==> src/rtl/pwr_domain_sequencer.sv <==
// Power-domain on/off sequencer: one domain at a time, round-robin granted.
// Down: clock gate -> isolate -> save -> switch off -> settle. Up runs the reverse order.
module pwr_domain_sequencer #(
   parameter int unsigned NUM_DOMAINS = 8,
   parameter logic [NUM_DOMAINS-1:0] ALWAYS_ON_MASK = NUM_DOMAINS'(1),
   parameter int unsigned CLK_GATE_CYCLES = 4,
   parameter int unsigned SETTLE_CYCLES = 16,
   parameter int unsigned TIMEOUT_CYCLES = 256
) (
   input  logic                           clk,
   input  logic                           rst_n,
   input  logic [NUM_DOMAINS-1:0]         domain_req_on,
   input  logic [NUM_DOMAINS-1:0]         pwr_good,
   input  logic                           ret_ack,
   input  logic                           err_clr,
   output logic [NUM_DOMAINS-1:0]         domain_power_enable,
   output logic [NUM_DOMAINS-1:0]         domain_clock_enable,
   output logic [NUM_DOMAINS-1:0]         domain_iso_en,
   output logic                           ret_save,
   output logic                           ret_restore,
   output logic [$clog2(NUM_DOMAINS)-1:0] ret_sel,
   output logic [NUM_DOMAINS-1:0]         domain_on_status,
   output logic                           busy,
   output logic                           timeout_err,
   output logic [NUM_DOMAINS-1:0]         fault_mask
);
   localparam int unsigned IW = $clog2(NUM_DOMAINS);

   typedef enum logic [3:0] {
      IDLE, DN_CLK, DN_ISO, DN_SAVE, DN_PWR, UP_PWR, UP_RST, UP_ISO, UP_CLK, DONE
   } state_e;

   state_e                 state_q, state_d;
   logic [IW-1:0]          dom_q, dom_d, ptr_q, ptr_d, sel_q, sel_d, gnt;
   logic [15:0]            cnt_q, cnt_d;
   logic [NUM_DOMAINS-1:0] pwr_en_q, pwr_en_d, clk_en_q, clk_en_d, iso_q, iso_d;
   logic [NUM_DOMAINS-1:0] stat_q, stat_d, fault_q, fault_d, elig;
   logic                   save_q, save_d, rest_q, rest_d, busy_q, busy_d;
   logic                   terr_q, terr_d, gnt_vld, tmo;

   assign elig = ~ALWAYS_ON_MASK & ~fault_q & (domain_req_on ^ stat_q);
   assign tmo  = (cnt_q == 16'(TIMEOUT_CYCLES - 1));

   // Round-robin: search starts one past the last granted index.
   always_comb begin
      gnt_vld = 1'b0;
      gnt     = '0;
      for (int i = 0; i < NUM_DOMAINS; i++) begin
         if (!gnt_vld && elig[IW'((int'(ptr_q) + 1 + i) % NUM_DOMAINS)]) begin
            gnt_vld = 1'b1;
            gnt     = IW'((int'(ptr_q) + 1 + i) % NUM_DOMAINS);
         end
      end
   end

   always_comb begin
      state_d  = state_q;
      dom_d    = dom_q;
      ptr_d    = ptr_q;
      sel_d    = sel_q;
      cnt_d    = cnt_q + 16'd1;
      pwr_en_d = pwr_en_q;
      clk_en_d = clk_en_q;
      iso_d    = iso_q;
      stat_d   = stat_q;
      save_d   = 1'b0;
      rest_d   = 1'b0;
      terr_d   = terr_q && !err_clr;
      fault_d  = err_clr ? '0 : fault_q;
      unique case (state_q)
         IDLE: if (gnt_vld) begin
            dom_d = gnt;
            ptr_d = gnt;
            sel_d = gnt;
            if (stat_q[gnt]) begin
               state_d       = DN_CLK;
               clk_en_d[gnt] = 1'b0;
            end else begin
               state_d       = UP_PWR;
               pwr_en_d[gnt] = 1'b1;
            end
         end
         DN_CLK: if (cnt_q == 16'(CLK_GATE_CYCLES - 1)) begin
            state_d      = DN_ISO;
            iso_d[dom_q] = 1'b1;
         end
         DN_ISO: begin
            state_d = DN_SAVE;
            save_d  = 1'b1;
         end
         // A missing save ack still powers down; the retained state is lost.
         DN_SAVE: if (ret_ack || tmo) begin
            if (!ret_ack) terr_d = 1'b1;
            state_d         = DN_PWR;
            pwr_en_d[dom_q] = 1'b0;
         end
         DN_PWR: if (cnt_q == 16'(SETTLE_CYCLES - 1)) state_d = DONE;
         UP_PWR: begin
            if (pwr_good[dom_q]) begin
               state_d = UP_RST;
               rest_d  = 1'b1;
            end else if (tmo) begin
               state_d         = IDLE;
               pwr_en_d[dom_q] = 1'b0;
               fault_d[dom_q]  = 1'b1;
               terr_d          = 1'b1;
            end
         end
         UP_RST: if (ret_ack || tmo) begin
            if (!ret_ack) terr_d = 1'b1;
            state_d      = UP_ISO;
            iso_d[dom_q] = 1'b0;
         end
         UP_ISO: begin
            state_d         = UP_CLK;
            clk_en_d[dom_q] = 1'b1;
         end
         UP_CLK: state_d = DONE;
         DONE: begin
            state_d       = IDLE;
            stat_d[dom_q] = ~stat_q[dom_q];
         end
         default: state_d = IDLE;
      endcase
      if (state_d != state_q) cnt_d = '0;
      busy_d = (state_d != IDLE);
   end

   always_ff @(posedge clk or negedge rst_n) begin
      if (!rst_n) begin
         state_q  <= IDLE;
         dom_q    <= '0;
         ptr_q    <= IW'(NUM_DOMAINS - 1);
         sel_q    <= '0;
         cnt_q    <= '0;
         pwr_en_q <= '1;
         clk_en_q <= '1;
         iso_q    <= '0;
         stat_q   <= '1;
         save_q   <= 1'b0;
         rest_q   <= 1'b0;
         busy_q   <= 1'b0;
         terr_q   <= 1'b0;
         fault_q  <= '0;
      end else begin
         state_q  <= state_d;
         dom_q    <= dom_d;
         ptr_q    <= ptr_d;
         sel_q    <= sel_d;
         cnt_q    <= cnt_d;
         pwr_en_q <= pwr_en_d;
         clk_en_q <= clk_en_d;
         iso_q    <= iso_d;
         stat_q   <= stat_d;
         save_q   <= save_d;
         rest_q   <= rest_d;
         busy_q   <= busy_d;
         terr_q   <= terr_d;
         fault_q  <= fault_d;
      end
   end

   assign domain_power_enable = pwr_en_q;
   assign domain_clock_enable = clk_en_q;
   assign domain_iso_en       = iso_q;
   assign ret_save            = save_q;
   assign ret_restore         = rest_q;
   assign ret_sel             = sel_q;
   assign domain_on_status    = stat_q;
   assign busy                = busy_q;
   assign timeout_err         = terr_q;
   assign fault_mask          = fault_q;

endmodule

==> config.mk <==
export PLATFORM = sky130hd
export DESIGN_NAME = pwr_domain_sequencer
export DESIGN_NICKNAME = d
export VERILOG_FILES = /design/src/rtl/pwr_domain_sequencer.sv
export SDC_FILE = /design/constraint.sdc
export NUM_CORES = 1
export LEC_CHECK = 0
export CAP_MARGIN = 20
export CORE_UTILIZATION = 30
export DETAILED_ROUTE_END_ITERATION = 12
export GPL_TIMING_DRIVEN = 0
export PLACE_DENSITY = 0.53
export SKIP_CTS_REPAIR_TIMING = 1
export SYNTH_ARGS = -nofsm -noshare
export SYNTH_HDL_FRONTEND = slang
export SYNTH_SLANG_ARGS = --single-unit
==> constraint.sdc <==
create_clock -name clk -period 8.35 [get_ports clk]
set_input_delay 1.67 -clock clk [delete_from_list [all_inputs] [get_ports clk]]
set_output_delay 1.67 -clock clk [all_outputs]
set_load 0.03 [all_outputs]
**Word level (Yosys, flattened, before mapping)**

Index checks and enable logic that the tools add are counted.

- Register bits after elaboration: 70
- Output and inout port bits: 47
- Word-level logic and storage cells: 174
- Input port bits: 20

- Magnitude comparators: 12
- Muxes and demuxes: 77
- Add/subtract/negate cells: 9
- Reduce and logical (&&, ||, !) cells: 29
- Equality and inequality tests: 21
- Bitwise gates (word level): 13

Operators with widths:

| operator | number |
|---|---|
| $mux W8 | 13 |
| $lt A3 B4 Y1 const B | 10 |
| $pmux W4 S9 | 1 |
| $bmux W1 S3 | 11 |
| $and A8 B8 Y8 | 4 |
| $or A8 B8 Y8 | 4 |
| $pmux W8 S2 | 2 |
| $mux W1 | 28 |
| $mux W4 | 7 |
| $mux W3 | 9 |
| $not A8 Y8 | 3 |
| $pmux W8 S3 | 1 |
| $add A16 B1 Y16 const B | 1 |
| $eq A16 B2 Y1 const B | 1 |
| $eq A16 B4 Y1 const B | 1 |
| $eq A16 B8 Y1 const B | 1 |
| $eq A4 B3 Y1 const B | 4 |
| $mux W16 | 1 |
| $ne A2 B2 Y1 const B | 8 |
| $add A3 B3 Y3 const B | 4 |
| $logic_and A1 B1 Y1 | 10 |
| $bwmux W8 | 1 |
| $eq A4 B2 Y1 const B | 2 |
| $eq A4 B4 Y1 const B | 2 |
| other kinds (19) | 32 |

**Longest topological paths before layout**

- Word-level depth: 35
- Mapped depth: 20
- Gate-level depth less buffers: 13

**Worst setup path before layout**

OpenSTA, ideal clock, no wires.

- Kind: input to register
- From: input port domain_req_on[5]
- To: register pwr_en_q[7], in the netlist domain_power_enable[7]
- Slack: 4.072 ns
- Stages: 12
- Buffers on the path: 1
- Library setup time: 0.079 ns
- Required time: 8.271 ns
- Data arrival time: 4.198 ns
- Path through: xor2_2 -> and2_1 -> buf_6 -> o31ai_2 -> a2111oi_4 -> o32ai_4 -> and4_1 -> o32ai_2 -> or2_2 -> o221ai_4 -> nand2_1 -> a22o_1

- Cells in the longest elaborated chain, start to end: 34
- Elaborated cells on any way between the ends: 62
- Classes of those cells: order compare (2); eq/ne (2); mux (39); bitwise (3); reduce/logical (16)

RTL lines:

| what | line | source |
|---|---|---|
| from (decl) | 12 | `input logic [NUM_DOMAINS-1:0] domain_req_on,` |
| $xor A8 B8 Y8 (*) | 41 | `assign elig = ~ALWAYS_ON_MASK & ~fault_q & (domain_req_on ^ stat_q);` |
| $and A8 B8 Y8 (*) | 41 |  |
| $bmux W1 S3 | 49 | `if (!gnt_vld && elig[IW'((int'(ptr_q) + 1 + i) % NUM_DOMAINS)]) begin` |
| $mux W1 (implied by the code) | 49 |  |
| $mux W1 | 49 |  |
| $logic_not A1 Y1 | 49 |  |
| $logic_and A1 B1 Y1 | 49 |  |
| $mux W1 | 49 |  |
| [18 not listed] | n/a |  |
| $lt A3 B4 Y1 (implied by the code) / $ge A3 B1 Y1 (equally long branches) | 80 | `pwr_en_d[gnt] = 1'b1;` |
| $logic_and A1 B1 Y1 (implied by the code) | 80 |  |
| $mux W1 (implied by the code) | 80 |  |
| $demux W1 S3 | 80 |  |
| $or A8 B8 Y8 (no source line) | n/a |  |
| $mux W8 | 75 | `if (stat_q[gnt]) begin` |
| $mux W8 | 71 | `IDLE: if (gnt_vld) begin` |
| $pmux W8 S3 | 70 | `unique case (state_q)` |
| to (signal assigned) | 151 | `pwr_en_q <= pwr_en_d;` |
| to (decl) | 36 | `logic [NUM_DOMAINS-1:0] pwr_en_q, pwr_en_d, clk_en_q, clk_en_d, iso_q, iso_d;` |

Mark *: on every way between the ends. The rest lies on a longest branch, timed or not. The select of a mux whose other input is x is not followed.
A chain may end at the register's enable or synchronous reset.

**Worst setup path after layout**

- From: register ptr_q[0]
- To: register state_q[2]

- Cells in the longest elaborated chain, start to end: 30
- Elaborated cells on any way between the ends: 59
- Classes of those cells: add/sub (8); mux (37); reduce/logical (14)

RTL lines:

| what | line | source |
|---|---|---|
| from (decl) | 34 | `logic [IW-1:0] dom_q, dom_d, ptr_q, ptr_d, sel_q, sel_d, gnt;` |
| from (signal assigned) | 133 | `ptr_q <= IW'(NUM_DOMAINS - 1);` |
| from (signal assigned) | 148 | `ptr_q <= ptr_d;` |
| $add A3 B1 Y3 (*) | 49, 51 |  |
| parallel branches: the longest is 27 deep, another holds $add A3 B1 Y3 | n/a |  |
| $mux W4 (*) | 71 |  |
| $pmux W4 S9 (*) | 70 |  |
| via state_d[2] | 33 | `state_e state_q, state_d;` |
| to (signal assigned) | 146 | `state_q <= state_d;` |
| to (decl) | 33 |  |

Mark *: on every way through the listed nets, which the timed path passes. The select of a mux whose other input is x is not followed.

==> results.json <==
{
  "grt_pass1_wl_mm": 25.5,
  "cts_tree": "done",
  "cp-start-kind": "flip-flop",
  "cts.path.max_buffers": 2,
  "path_max_fanout": 10,
  "core_um2": 16100,
  "floorplan.initialDensity_pct": 31.1,
  "synth-seq-cells": 70,
  "synth-compound-area-share_pct": 24.2,
  "grtUsageTotal_pct": 19.6,
  "worst_pin_slew_ns": 0.877,
  "fin_area_um2": 6220,
  "synth-xor-area-share_pct": 6.82,
  "via_per_inst": 5.46,
  "clk_pin_slew_ns": 0.06,
  "crit_type": "reg2reg",
  "hp-class": "reg2reg",
  "finalCritPeriodShare_pct": 63.6,
  "nNetsFinal": 659,
  "drive_above_1_share_pct": 18.7,
  "ys_seq_area_share_pct": 35.8,
  "cts_buffers": 9,
  "fin_tns_setup_ns": 0,
  "drv_cap": 0,
  "synthAdderAreaFrac_pct": 0.752,
  "synthArstFlopShare_pct": 100,
  "status": "completed",
  "synth_nets": 582,
  "worst_ep_required_time_ns": 8.56,
  "syn-instance-count": 559,
  "antenna-diode-count": 0,
  "relSlewSlack_pct": 41.6,
  "num_vias": 4681,
  "place_area_um2": 5920,
  "drc": 0,
  "die_y_um": 131,
  "cp-startpoint": "ptr_q[0]",
  "dr.pass1.iters": 5,
  "die-area_um2": 17200,
  "yosys_most_used_dff": "dfrtp_1",
  "synth_top_family_by_area": "compound AO/OA/AOI/OAI gates",
  "numPortBuffers": 64,
  "gp_congestion": 0.950,
  "rsz0062_at_grt": "false",
  "grt_pass1_vias": 4579,
  "htreeDepth": 3,
  "rows": 46,
  "synth_mux_area_share_pct": 5.91,
  "synth_area_um2": 4990,
  "ant_nets": 0,
  "grt_max_degree": 71,
  "endpoint_kind": "flip-flop",
  "finalHoldViolCount": 0,
  "slew_violations": 0,
  "arrival_ns": 5.52,
  "post_drt_wl_per_cell_um": 18.9,
  "clk_latency_ns": 0.33,
  "min_period_ns": 5.31,
  "r2r-start": "ptr_q[0]",
  "grt_overflow": 0,
  "syn_area_per_cell_um2": 8.93,
  "fmax_mhz": 188,
  "worstHoldStart": "domain_power_enable[5]",
  "synth-simple-area-share_pct": 21.8,
  "dr.first_iter.drc_count": 400,
  "die_w_um": 131,
  "setup_viol": 0,
  "cts.sinks": 70,
  "io-pin-count": 67,
  "area_delta_synth_final_pct": 24.6,
  "wirelength_mm": 16.2,
  "clock-skew-final_ns": 0.00552,
  "synth_edf_count": 0,
  "root_buffer": "clkbuf_16",
  "antenna_found_initial": 0,
  "yosysWarnings": 0,
  "dpl.hpwl_mm": 12.1,
  "synth_cell_types": 85
}
[synthesized netlist by cell type (all sizes together), types with 5 or more instances]
| cell type | n | area share (%) |
|---|---|---|
| a211oi | 8 | 1.4 |
| xnor2 | 14 | 2.6 |
| a22oi | 8 | 1.2 |
| nand2b | 5 | 0.63 |
| nand4 | 6 | 0.88 |
| inv | 22 | 1.7 |
| a22o | 5 | 0.88 |
| nor3 | 18 | 1.8 |
| dfrtp | 43 | 22 |
| buf | 15 | 2.1 |
| a31oi | 6 | 1.2 |
| mux2i | 7 | 1.4 |
| o22ai | 15 | 2.0 |
| a32oi | 5 | 1.6 |
| dfstp | 27 | 14 |
| nor2b | 6 | 0.75 |
| and3 | 7 | 0.88 |
| nand3 | 16 | 1.6 |
| xor2 | 18 | 3.8 |
| or2 | 7 | 0.88 |
| and2 | 7 | 0.88 |
| clkbuf | 13 | 0.98 |
| nor2 | 75 | 6.1 |
| mux2 | 18 | 4.1 |
| nand2 | 59 | 4.5 |
| o221ai | 5 | 1.2 |
| a21oi | 32 | 3.3 |
| o21ai | 21 | 2.2 |
[logic make-up after synthesis]
| group | Yosys count |
|---|---|
| AO/OA/AOI/OAI | 153 |
| XOR/XNOR | 33 |
| buffers and inverters | 50 |
| multiplexers | 26 |
| flip-flops | 70 |
| adder cells (fa/ha/maj) | 3 |
| AND/OR/NAND/NOR | 224 |
[metal layers]
metal / vias to the layer above / track usage (%) / routed length (µm)
met5: - / 0 / 0
met4: 0 / 7.84 / 416
met3: 30 / 3.87 / 799
met2: 170 / 31.2 / 7390
met1: 2280 / 26.2 / 7580
li1: 2201 / - / -
[area by class of cell]
cell class	count	area, µm²
Sequential cell	70	1790
Inverter	22	82.6
Clock buffer	10	239
Tap cell	216	270
Multi-Input combinational cell	439	2980
Fill cell	1606	9840
Clock inverter	6	61.3
Timing Repair Buffer	66	651
Buffer	28	155
[metrics by stage]
stage          std cells  hold WS [ns]  util (%)  worst slack, ns
2_1_floorplan        559         0.460         -             4.07
3_3_place_gp         839         0.476      36.8             3.03
6_report             857         0.477      38.7             3.04
5_1_grt              857         0.507      38.7             2.89
3_5_place_dp         841         0.471      36.9             3.01
4_1_cts              857         0.479      38.7             3.19
[cell usage in the layout, fill, tap and decap left out, types with 13 or more instances in the layout]
cell type	count
dfrtp_1	43
nor3_1	18
xnor2_1	13
a21oi_1	31
dfstp_2	27
xor2_1	14
nand3_1	16
o21ai_0	19
o22ai_1	14
nand2_1	58
inv_1	22
clkbuf_1	13
nor2_1	65
mux2_2	18
clkdlybuf4s50_1	63
[worst paths after layout]
kind	endpoint	slack, ns	depth (start not counted)
worst max-delay path	state_q[2]	3.04	18
worst min-delay path	domain_power_enable[5]	0.48	2
worst max register to register	state_q[2]	3.04	18
max in group asynchronous	fault_mask[3]	6.32	1
min in group asynchronous	cnt_q[9]	1.46	1
worst min register to register	domain_power_enable[5]	0.48	2
[critical path: stages, from the launching register on]
cell and delay, ns:
dfstp_2 0.37, buf_2 0.19, inv_1 0.13, buf_2 0.30
clkbuf_1 0.51, ha_1 0.33, buf_4 0.17, buf_6 0.15
buf_2 0.21, a32oi_1 0.40, o2bb2ai_1 0.29, a2bb2oi_1 0.32
and2_1 0.26, a41oi_1 0.16, o21ai_2 0.40, nand2b_1 0.25
o221ai_4 0.34, or2_1 0.29, o21ai_1 0.09
Power is left out: the tool's default activity adds up to more than one toggle a clock period on the data nets, which glitch-free logic cannot reach.
